--- config.mk ---
export PLATFORM = sky130hd
export DESIGN_NAME = fp_mul_pipe
export DESIGN_NICKNAME = d
export VERILOG_FILES = /design/src/rtl/fp_mul_pipe.sv
export SDC_FILE = /design/constraint.sdc
export NUM_CORES = 1
export LEC_CHECK = 0
export BUFFER_PORTS_ARGS = -buffer_cell sky130_fd_sc_hd__buf_2
export CAP_MARGIN = 5
export CORE_MARGIN = 2
export CORE_UTILIZATION = 58
export CTS_BUF_LIST = sky130_fd_sc_hd__clkbuf_16
export CTS_CLUSTER_DIAMETER = 100
export DETAILED_ROUTE_END_ITERATION = 7
export PLACE_DENSITY = 0.77
export SYNTH_ARGS = -nofsm -noshare
export SYNTH_HDL_FRONTEND = slang
export SYNTH_SLANG_ARGS = --single-unit
--- constraint.sdc ---
create_clock -name clk -period 4.3 [get_ports clk]
set_clock_uncertainty 0.15 [all_clocks]
set_input_delay 0.86 -clock clk [delete_from_list [all_inputs] [get_ports clk]]
set_output_delay 0.86 -clock clk [all_outputs]
set_load 0.05 [all_outputs]
--- src/rtl/fp_mul_pipe.sv ---
`default_nettype none
// ============================================================================
// Module   : fp_mul_pipe
// Purpose  : Parametrised 3-stage pipelined floating-point multiplier.
//            Round-to-nearest-even, DAZ on inputs, FTZ on outputs, canonical
//            qNaN, exception flags. Valid/ready stream with a global stall.
// Ports    : clk, rst_n           - clock / async active-low reset
//            in_valid, in_ready   - operand handshake
//            a, b                 - operands {sign, exp, frac}
//            out_valid, out_ready - result handshake
//            z                    - product
//            flags                - {invalid, overflow, underflow, inexact}
// Revision : 1.0 - initial release
// ============================================================================
module fp_mul_pipe #(
  parameter int EXP_W = 5,
  parameter int MAN_W = 10,
  parameter int BIAS  = 15
) (
  input  logic                   clk,
  input  logic                   rst_n,
  input  logic                   in_valid,
  output logic                   in_ready,
  input  logic [EXP_W+MAN_W:0]   a,
  input  logic [EXP_W+MAN_W:0]   b,
  output logic                   out_valid,
  input  logic                   out_ready,
  output logic [EXP_W+MAN_W:0]   z,
  output logic [3:0]             flags
);

  localparam int W  = 1 + EXP_W + MAN_W;
  localparam int PW = 2 * MAN_W + 2;
  localparam int XW = EXP_W + 2;
  localparam logic [EXP_W-1:0]        EXP_ONES = '1;
  localparam logic signed [XW-1:0]    BIAS_X   = XW'(BIAS);
  localparam logic signed [XW-1:0]    EXP_MAX  = XW'((1 << EXP_W) - 1);

  // Single stall signal: every stage moves or none does.
  logic adv;
  assign adv      = ~out_valid | out_ready;
  assign in_ready = adv;

  // ---------------- S1: unpack, classify, multiply ----------------
  logic             sa, sb;
  logic [EXP_W-1:0] ea, eb;
  logic [MAN_W-1:0] fa, fb;
  logic             a_zero, b_zero, a_inf, b_inf, a_nan, b_nan;
  logic [PW-1:0]    prod_c;
  logic signed [XW-1:0] exp_c;

  assign sa = a[W-1];
  assign sb = b[W-1];
  assign ea = a[W-2:MAN_W];
  assign eb = b[W-2:MAN_W];
  assign fa = a[MAN_W-1:0];
  assign fb = b[MAN_W-1:0];

  // Subnormal inputs (exp = 0) are flushed to zero.
  assign a_zero = (ea == '0);
  assign b_zero = (eb == '0);
  assign a_inf  = (ea == EXP_ONES) && (fa == '0);
  assign b_inf  = (eb == EXP_ONES) && (fb == '0);
  assign a_nan  = (ea == EXP_ONES) && (fa != '0);
  assign b_nan  = (eb == EXP_ONES) && (fb != '0);

  assign prod_c = {{(MAN_W+1){1'b0}}, 1'b1, fa} * {{(MAN_W+1){1'b0}}, 1'b1, fb};
  assign exp_c  = $signed({2'b00, ea}) + $signed({2'b00, eb}) - BIAS_X;

  logic                 v1, s1_sign, s1_nan, s1_inf, s1_zero;
  logic [PW-1:0]        s1_prod;
  logic signed [XW-1:0] s1_exp;

  // ---------------- S2: normalise ----------------
  // Both mantissas are in [1,2), so the product is in [1,4): at most one
  // right shift is ever needed.
  logic                 msb;
  logic [MAN_W-1:0]     kept_c;
  logic                 guard_c, sticky_c;
  logic signed [XW-1:0] exp2_c;

  assign msb      = s1_prod[PW-1];
  assign kept_c   = msb ? s1_prod[PW-2:MAN_W+1] : s1_prod[PW-3:MAN_W];
  assign guard_c  = msb ? s1_prod[MAN_W]        : s1_prod[MAN_W-1];
  assign sticky_c = msb ? (|s1_prod[MAN_W-1:0]) : (|s1_prod[MAN_W-2:0]);
  assign exp2_c   = s1_exp + $signed({{(XW-1){1'b0}}, msb});

  logic                 v2, s2_sign, s2_nan, s2_inf, s2_zero;
  logic [MAN_W-1:0]     s2_kept;
  logic                 s2_guard, s2_sticky;
  logic signed [XW-1:0] s2_exp;

  // ---------------- S3: round and pack ----------------
  logic                 inc;
  logic [MAN_W:0]       rnd;
  logic signed [XW-1:0] exp_f;
  logic [W-1:0]         z_c;
  logic [3:0]           flags_c;

  assign inc   = s2_guard & (s2_sticky | s2_kept[0]);
  // A carry out of the mantissa leaves the low bits all zero, which is
  // exactly the renormalised fraction.
  assign rnd   = {1'b0, s2_kept} + {{MAN_W{1'b0}}, inc};
  assign exp_f = s2_exp + $signed({{(XW-1){1'b0}}, rnd[MAN_W]});

  always_comb begin
    z_c     = '0;
    flags_c = 4'b0000;
    if (s2_nan) begin
      z_c     = {1'b0, EXP_ONES, 1'b1, {(MAN_W-1){1'b0}}};
      flags_c = 4'b1000;
    end else if (s2_inf) begin
      z_c = {s2_sign, EXP_ONES, {MAN_W{1'b0}}};
    end else if (s2_zero) begin
      z_c = {s2_sign, {(W-1){1'b0}}};
    end else if (exp_f >= EXP_MAX) begin
      z_c     = {s2_sign, EXP_ONES, {MAN_W{1'b0}}};
      flags_c = 4'b0101;
    end else if (exp_f[XW-1] || (exp_f == '0)) begin
      z_c     = {s2_sign, {(W-1){1'b0}}};
      flags_c = 4'b0011;
    end else begin
      z_c     = {s2_sign, exp_f[EXP_W-1:0], rnd[MAN_W-1:0]};
      flags_c = {3'b000, s2_guard | s2_sticky};
    end
  end

  // ---------------- pipeline registers ----------------
  always_ff @(posedge clk or negedge rst_n) begin
    if (!rst_n) begin
      v1        <= 1'b0;
      s1_sign   <= 1'b0;
      s1_nan    <= 1'b0;
      s1_inf    <= 1'b0;
      s1_zero   <= 1'b0;
      s1_prod   <= '0;
      s1_exp    <= '0;
      v2        <= 1'b0;
      s2_sign   <= 1'b0;
      s2_nan    <= 1'b0;
      s2_inf    <= 1'b0;
      s2_zero   <= 1'b0;
      s2_kept   <= '0;
      s2_guard  <= 1'b0;
      s2_sticky <= 1'b0;
      s2_exp    <= '0;
      out_valid <= 1'b0;
      z         <= '0;
      flags     <= 4'b0000;
    end else if (adv) begin
      v1        <= in_valid;
      s1_sign   <= sa ^ sb;
      s1_nan    <= a_nan | b_nan | (a_inf & b_zero) | (a_zero & b_inf);
      s1_inf    <= a_inf | b_inf;
      s1_zero   <= a_zero | b_zero;
      s1_prod   <= prod_c;
      s1_exp    <= exp_c;
      v2        <= v1;
      s2_sign   <= s1_sign;
      s2_nan    <= s1_nan;
      s2_inf    <= s1_inf;
      s2_zero   <= s1_zero;
      s2_kept   <= kept_c;
      s2_guard  <= guard_c;
      s2_sticky <= sticky_c;
      s2_exp    <= exp2_c;
      out_valid <= v2;
      // Result registers only change when a real result lands.
      if (v2) begin
        z     <= z_c;
        flags <= flags_c;
      end
    end
  end

endmodule
`default_nettype wire

==> flow_summary_export.csv <==
group,metric,value,unit
outcome,outcome,"finished, violations left",
outcome,violations,"negative setup slack",
routing,drtIter0Drc,219,
synthesis,synth_cells,886,
synthesis,synth.yosys.seq_area_share,0.253,
timing,max_clock_freq,0.199,GHz
timing,tightest_slew,0.939,ns
clocking,clk_root_buffer_cell,"sky130_fd_sc_hd__clkbuf_16",
synthesis,synth.most_common_cell,"sky130_fd_sc_hd__nand2_1",
clocking,cts_tree,"built",
clocking,cts-hold-fix-buffers,0,
timing,finalCriticalPeriod,5.01,ns
synthesis,yosys_top_cell_by_area,"sky130_fd_sc_hd__dfrtp_1",
clocking,clk_path_buf_depth,2,
routing,detail_route.wirelength,18500,µm
routing,wl_per_cell,15.2,µm
synthesis,post_synth_most_frequent_cells,"153 x sky130_fd_sc_hd__nand2_1, 132 x sky130_fd_sc_hd__inv_1, 81 x sky130_fd_sc_hd__fa_1",
synthesis,postSynth.asyncResetShare,1.00,
synthesis,synth_area_per_cell,8.84,µm²
pwr,p_switching,3770,µW
pwr,sw_frac_of_total,0.454,
global_route,antenna_found_initial,0,
worst_setup_path,endpoint_kind,"flop",
flow_run,max_cap_violations,0,
worst_setup_path,timing.critical_path.from_type,"input port",
synthesis,yosysWarningCount,0,
timing,final_max_slew_viol_count,0,
pwr,power_frac_seq,0.163,
layout,final_core_utilization,0.768,
timing,post-route-worst-setup-slack,-0.713,ns
routing,via_per_inst,5.30,
die,die_height,120,µm
synthesis,synthesis.nets,1077,
synthesis,synth_edf_count,0,
synthesis,ys_top_cells_by_area,"sky130_fd_sc_hd__dfrtp_1 25%, sky130_fd_sc_hd__fa_1 21%, sky130_fd_sc_hd__ha_1 12%, sky130_fd_sc_hd__nand2_1 7.3%, sky130_fd_sc_hd__inv_1 6.3%",
clocking,numCtsBuffers,9,
timing,setup_viol_count_final,14,
placed_design,placement.io_buffers,57,
pwr,power_per_cell_area,820,nW/µm²
synthesis,number_of_library_cell_types_mapped_by_synthesis,58,
timing,setup_tns,-7.44,ns
die,fp.dieW,120,µm
hold_path,holdCritPathClass,"flop to flop",
pwr,power.combinational.fraction,0.744,
global_route,globalRoute.busiestLayer,"met2",
timing,final_min_period_over_clock_period,1.17,
global_route,vias_in_the_first_global_route,6461,
routing,drc,0,
global_route,grt_start_max_net_pins,80,
synthesis,yosys_register_bits,79,
pwr,leakagePower,0.00502,µW
timing,hold_viol,0,
placed_design,place_congestion,0.960,
clocking,cts.sinks,79,
die,rows,42,
timing,maxSlewHeadroom,0.374,
pwr,total_power,8300,µW
global_route,gr-usage-met1,0.321,
worst_setup_path,crit_path_max_fanout,7,
global_route,grt_pass1_wl,29800,µm
global_route,grt_use_met2,0.467,
routing,ant_nets,0,
die,boundaryPins,58,
worst_setup_path,critical_path_class,"input port to flop",
pwr,power.internal,4540,µW
global_route,grt_overflow,0,
placed_design,placedInstanceArea,9170,µm²
routing,drt_pass1_iterations,5,
routing,detailroute.via_count,6433,
synthesis,synth.top_cell.area_share,0.253,
worst_setup_path,rr_worst_depth,15,
layout,final_area,10100,µm²
clocking,clk-insertion-delay-late,0.33,ns
timing,grt_setup_unrepaired,"true",
hold_path,worst_hold_path.num_cells,2,
clocking,clkTransAtPathRegs,0.06,ns
synthesis,predominant_post_synthesis_flop_cell,"sky130_fd_sc_hd__dfrtp_1",
pwr,ir_worst_vdd,0.487,mV
layout,diodes,0,
worst_setup_path,critical_path_arrival,5.06,ns
pwr,p_clk_frac,0.093,
die,dieArea,14400,µm²
layout,drive_gt1_frac,0.290,
global_route,track_usage,0.258,
layout,layout.nets,1225,
worst_setup_path,cp_data_required_time,4.35,ns
clocking,cts.htree.levels,3,
die,start_util,0.594,
synthesis,mappedNetlistArea,7830,µm²
timing,fin_worst_hold_slack,0.321,ns
global_route,global_route.usage.met3,0.0255,
die,core_area,13200,µm²
layout,flow.area_growth_from_synthesis,29.4,%
placed_design,hpwl,13900,µm
-- critical path, stage by stage --
cell	delay, ns
sky130_fd_sc_hd__buf_12	0.11
sky130_fd_sc_hd__and2_4	0.15
sky130_fd_sc_hd__fa_1	0.48
sky130_fd_sc_hd__inv_2	0.04
sky130_fd_sc_hd__fa_1	0.54
sky130_fd_sc_hd__inv_2	0.04
sky130_fd_sc_hd__fa_2	0.46
sky130_fd_sc_hd__fa_1	0.50
sky130_fd_sc_hd__inv_1	0.05
sky130_fd_sc_hd__fa_1	0.49
sky130_fd_sc_hd__inv_2	0.05
sky130_fd_sc_hd__ha_4	0.29
sky130_fd_sc_hd__o211ai_1	0.10
sky130_fd_sc_hd__nor2_2	0.18
sky130_fd_sc_hd__a21boi_4	0.09
sky130_fd_sc_hd__buf_4	0.14
sky130_fd_sc_hd__buf_6	0.11
sky130_fd_sc_hd__o21ai_2	0.13
sky130_fd_sc_hd__xnor2_1	0.15
sky130_fd_sc_hd__a21oi_1	0.09
-- sequential cells by signal (all words and copies together) (netlist names) --
register	count
s1_prod	22
z	16
s2_kept	10
s1_exp	7
s2_exp	7
flags	4
out_valid	1
s1_inf	1
s1_nan	1
s1_sign	1
s1_zero	1
s2_guard	1
s2_inf	1
s2_nan	1
s2_sign	1
s2_sticky	1
s2_zero	1
v1	1
v2	1
-- final timing paths --
kind	startpoint	endpoint	slack, ns
hold / removal	flags[3]	flags[3]	0.32
setup reg to reg	s2_sticky	z[9]	0.93
setup / recovery	a[2]	s1_prod[14]	-0.71
min in group asynchronous	rst_n	z[12]	0.52
hold reg to reg	flags[3]	flags[3]	0.32
max in group asynchronous	rst_n	s2_sticky	2.87
-- area by class of cell --
cell class | count | area, µm²
Sequential cell | 79 | 1980
Inverter | 133 | 517
Clock buffer | 9 | 225
Timing Repair Buffer | 177 | 1390
Multi-Input combinational cell | 634 | 5720
Fill cell | 872 | 3060
Tap cell | 176 | 220
Clock inverter | 6 | 77.6
-- kinds of logic (layout without fill, tap and decap cells) --
group / after synthesis / in the layout / share of synthesized area
AO/OA/AOI/OAI: 127 / 127 / 0.0996
XOR/XNOR: 37 / 37 / 0.0414
adder cells (fa/ha/maj): 155 / 155 / 0.325
buffers and inverters: 173 / 325 / 0.0852
flip-flops: 79 / 79 / 0.253
multiplexers: 11 / 11 / 0.0141
AND/OR/NAND/NOR: 304 / 304 / 0.182
-- placed cells by master, fill, tap and decap left out, types with 8 or more instances in the layout --
| master | n |
|---|---|
| sky130_fd_sc_hd__clkbuf_16 | 9 |
| sky130_fd_sc_hd__dfrtp_1 | 79 |
| sky130_fd_sc_hd__buf_6 | 16 |
| sky130_fd_sc_hd__buf_2 | 40 |
| sky130_fd_sc_hd__nand2_1 | 143 |
| sky130_fd_sc_hd__buf_4 | 112 |
| sky130_fd_sc_hd__o21ai_1 | 11 |
| sky130_fd_sc_hd__nor2_1 | 39 |
| sky130_fd_sc_hd__and2_1 | 33 |
| sky130_fd_sc_hd__mux2i_1 | 11 |
| sky130_fd_sc_hd__xnor2_1 | 17 |
| sky130_fd_sc_hd__ha_1 | 56 |
| sky130_fd_sc_hd__xor2_1 | 17 |
| sky130_fd_sc_hd__inv_1 | 109 |
| sky130_fd_sc_hd__nand3_1 | 17 |
| sky130_fd_sc_hd__a21oi_1 | 28 |
| sky130_fd_sc_hd__ha_4 | 18 |
| sky130_fd_sc_hd__inv_2 | 21 |
| sky130_fd_sc_hd__fa_1 | 76 |
| sky130_fd_sc_hd__nand2_2 | 8 |
| sky130_fd_sc_hd__o21ai_0 | 31 |
-- per-layer routing --
| layer | wire [µm] | up-vias |
|---|---|---|
| met5 | 0 | - |
| met1 | 7680 | 3088 |
| met4 | 501 | 0 |
| li1 | - | 3139 |
| met3 | 640 | 37 |
| met2 | 9630 | 169 |
-- power groups by stage --
stage	clock, µW	sequential (µW)	combinational, µW
6_report	773	1350	6180
2_1_floorplan	0	1560	3260
3_3_place_gp	0	1340	4950
3_5_place_dp	0	1360	5060
4_1_cts	785	1350	5590
5_1_grt	814	1400	6740
-- metrics by stage --
stage | worst slack, ns | cells
floorplan | -0.866 | 886
global placement | -1.03 | 1184
detailed placement | -1.08 | 1184
CTS | -0.577 | 1203
global route | -0.880 | 1214
finish | -0.713 | 1214
-- what timing repair did --
action                                  4_1_cts  5_1_grt
resized for setup                            72       66
setup buffers                                 4       13
cloned                                        0        0
endpoints found under the setup margin       15       16
pin swaps                                    51       40
No activity file was read; power rests on OpenSTA's default activity.
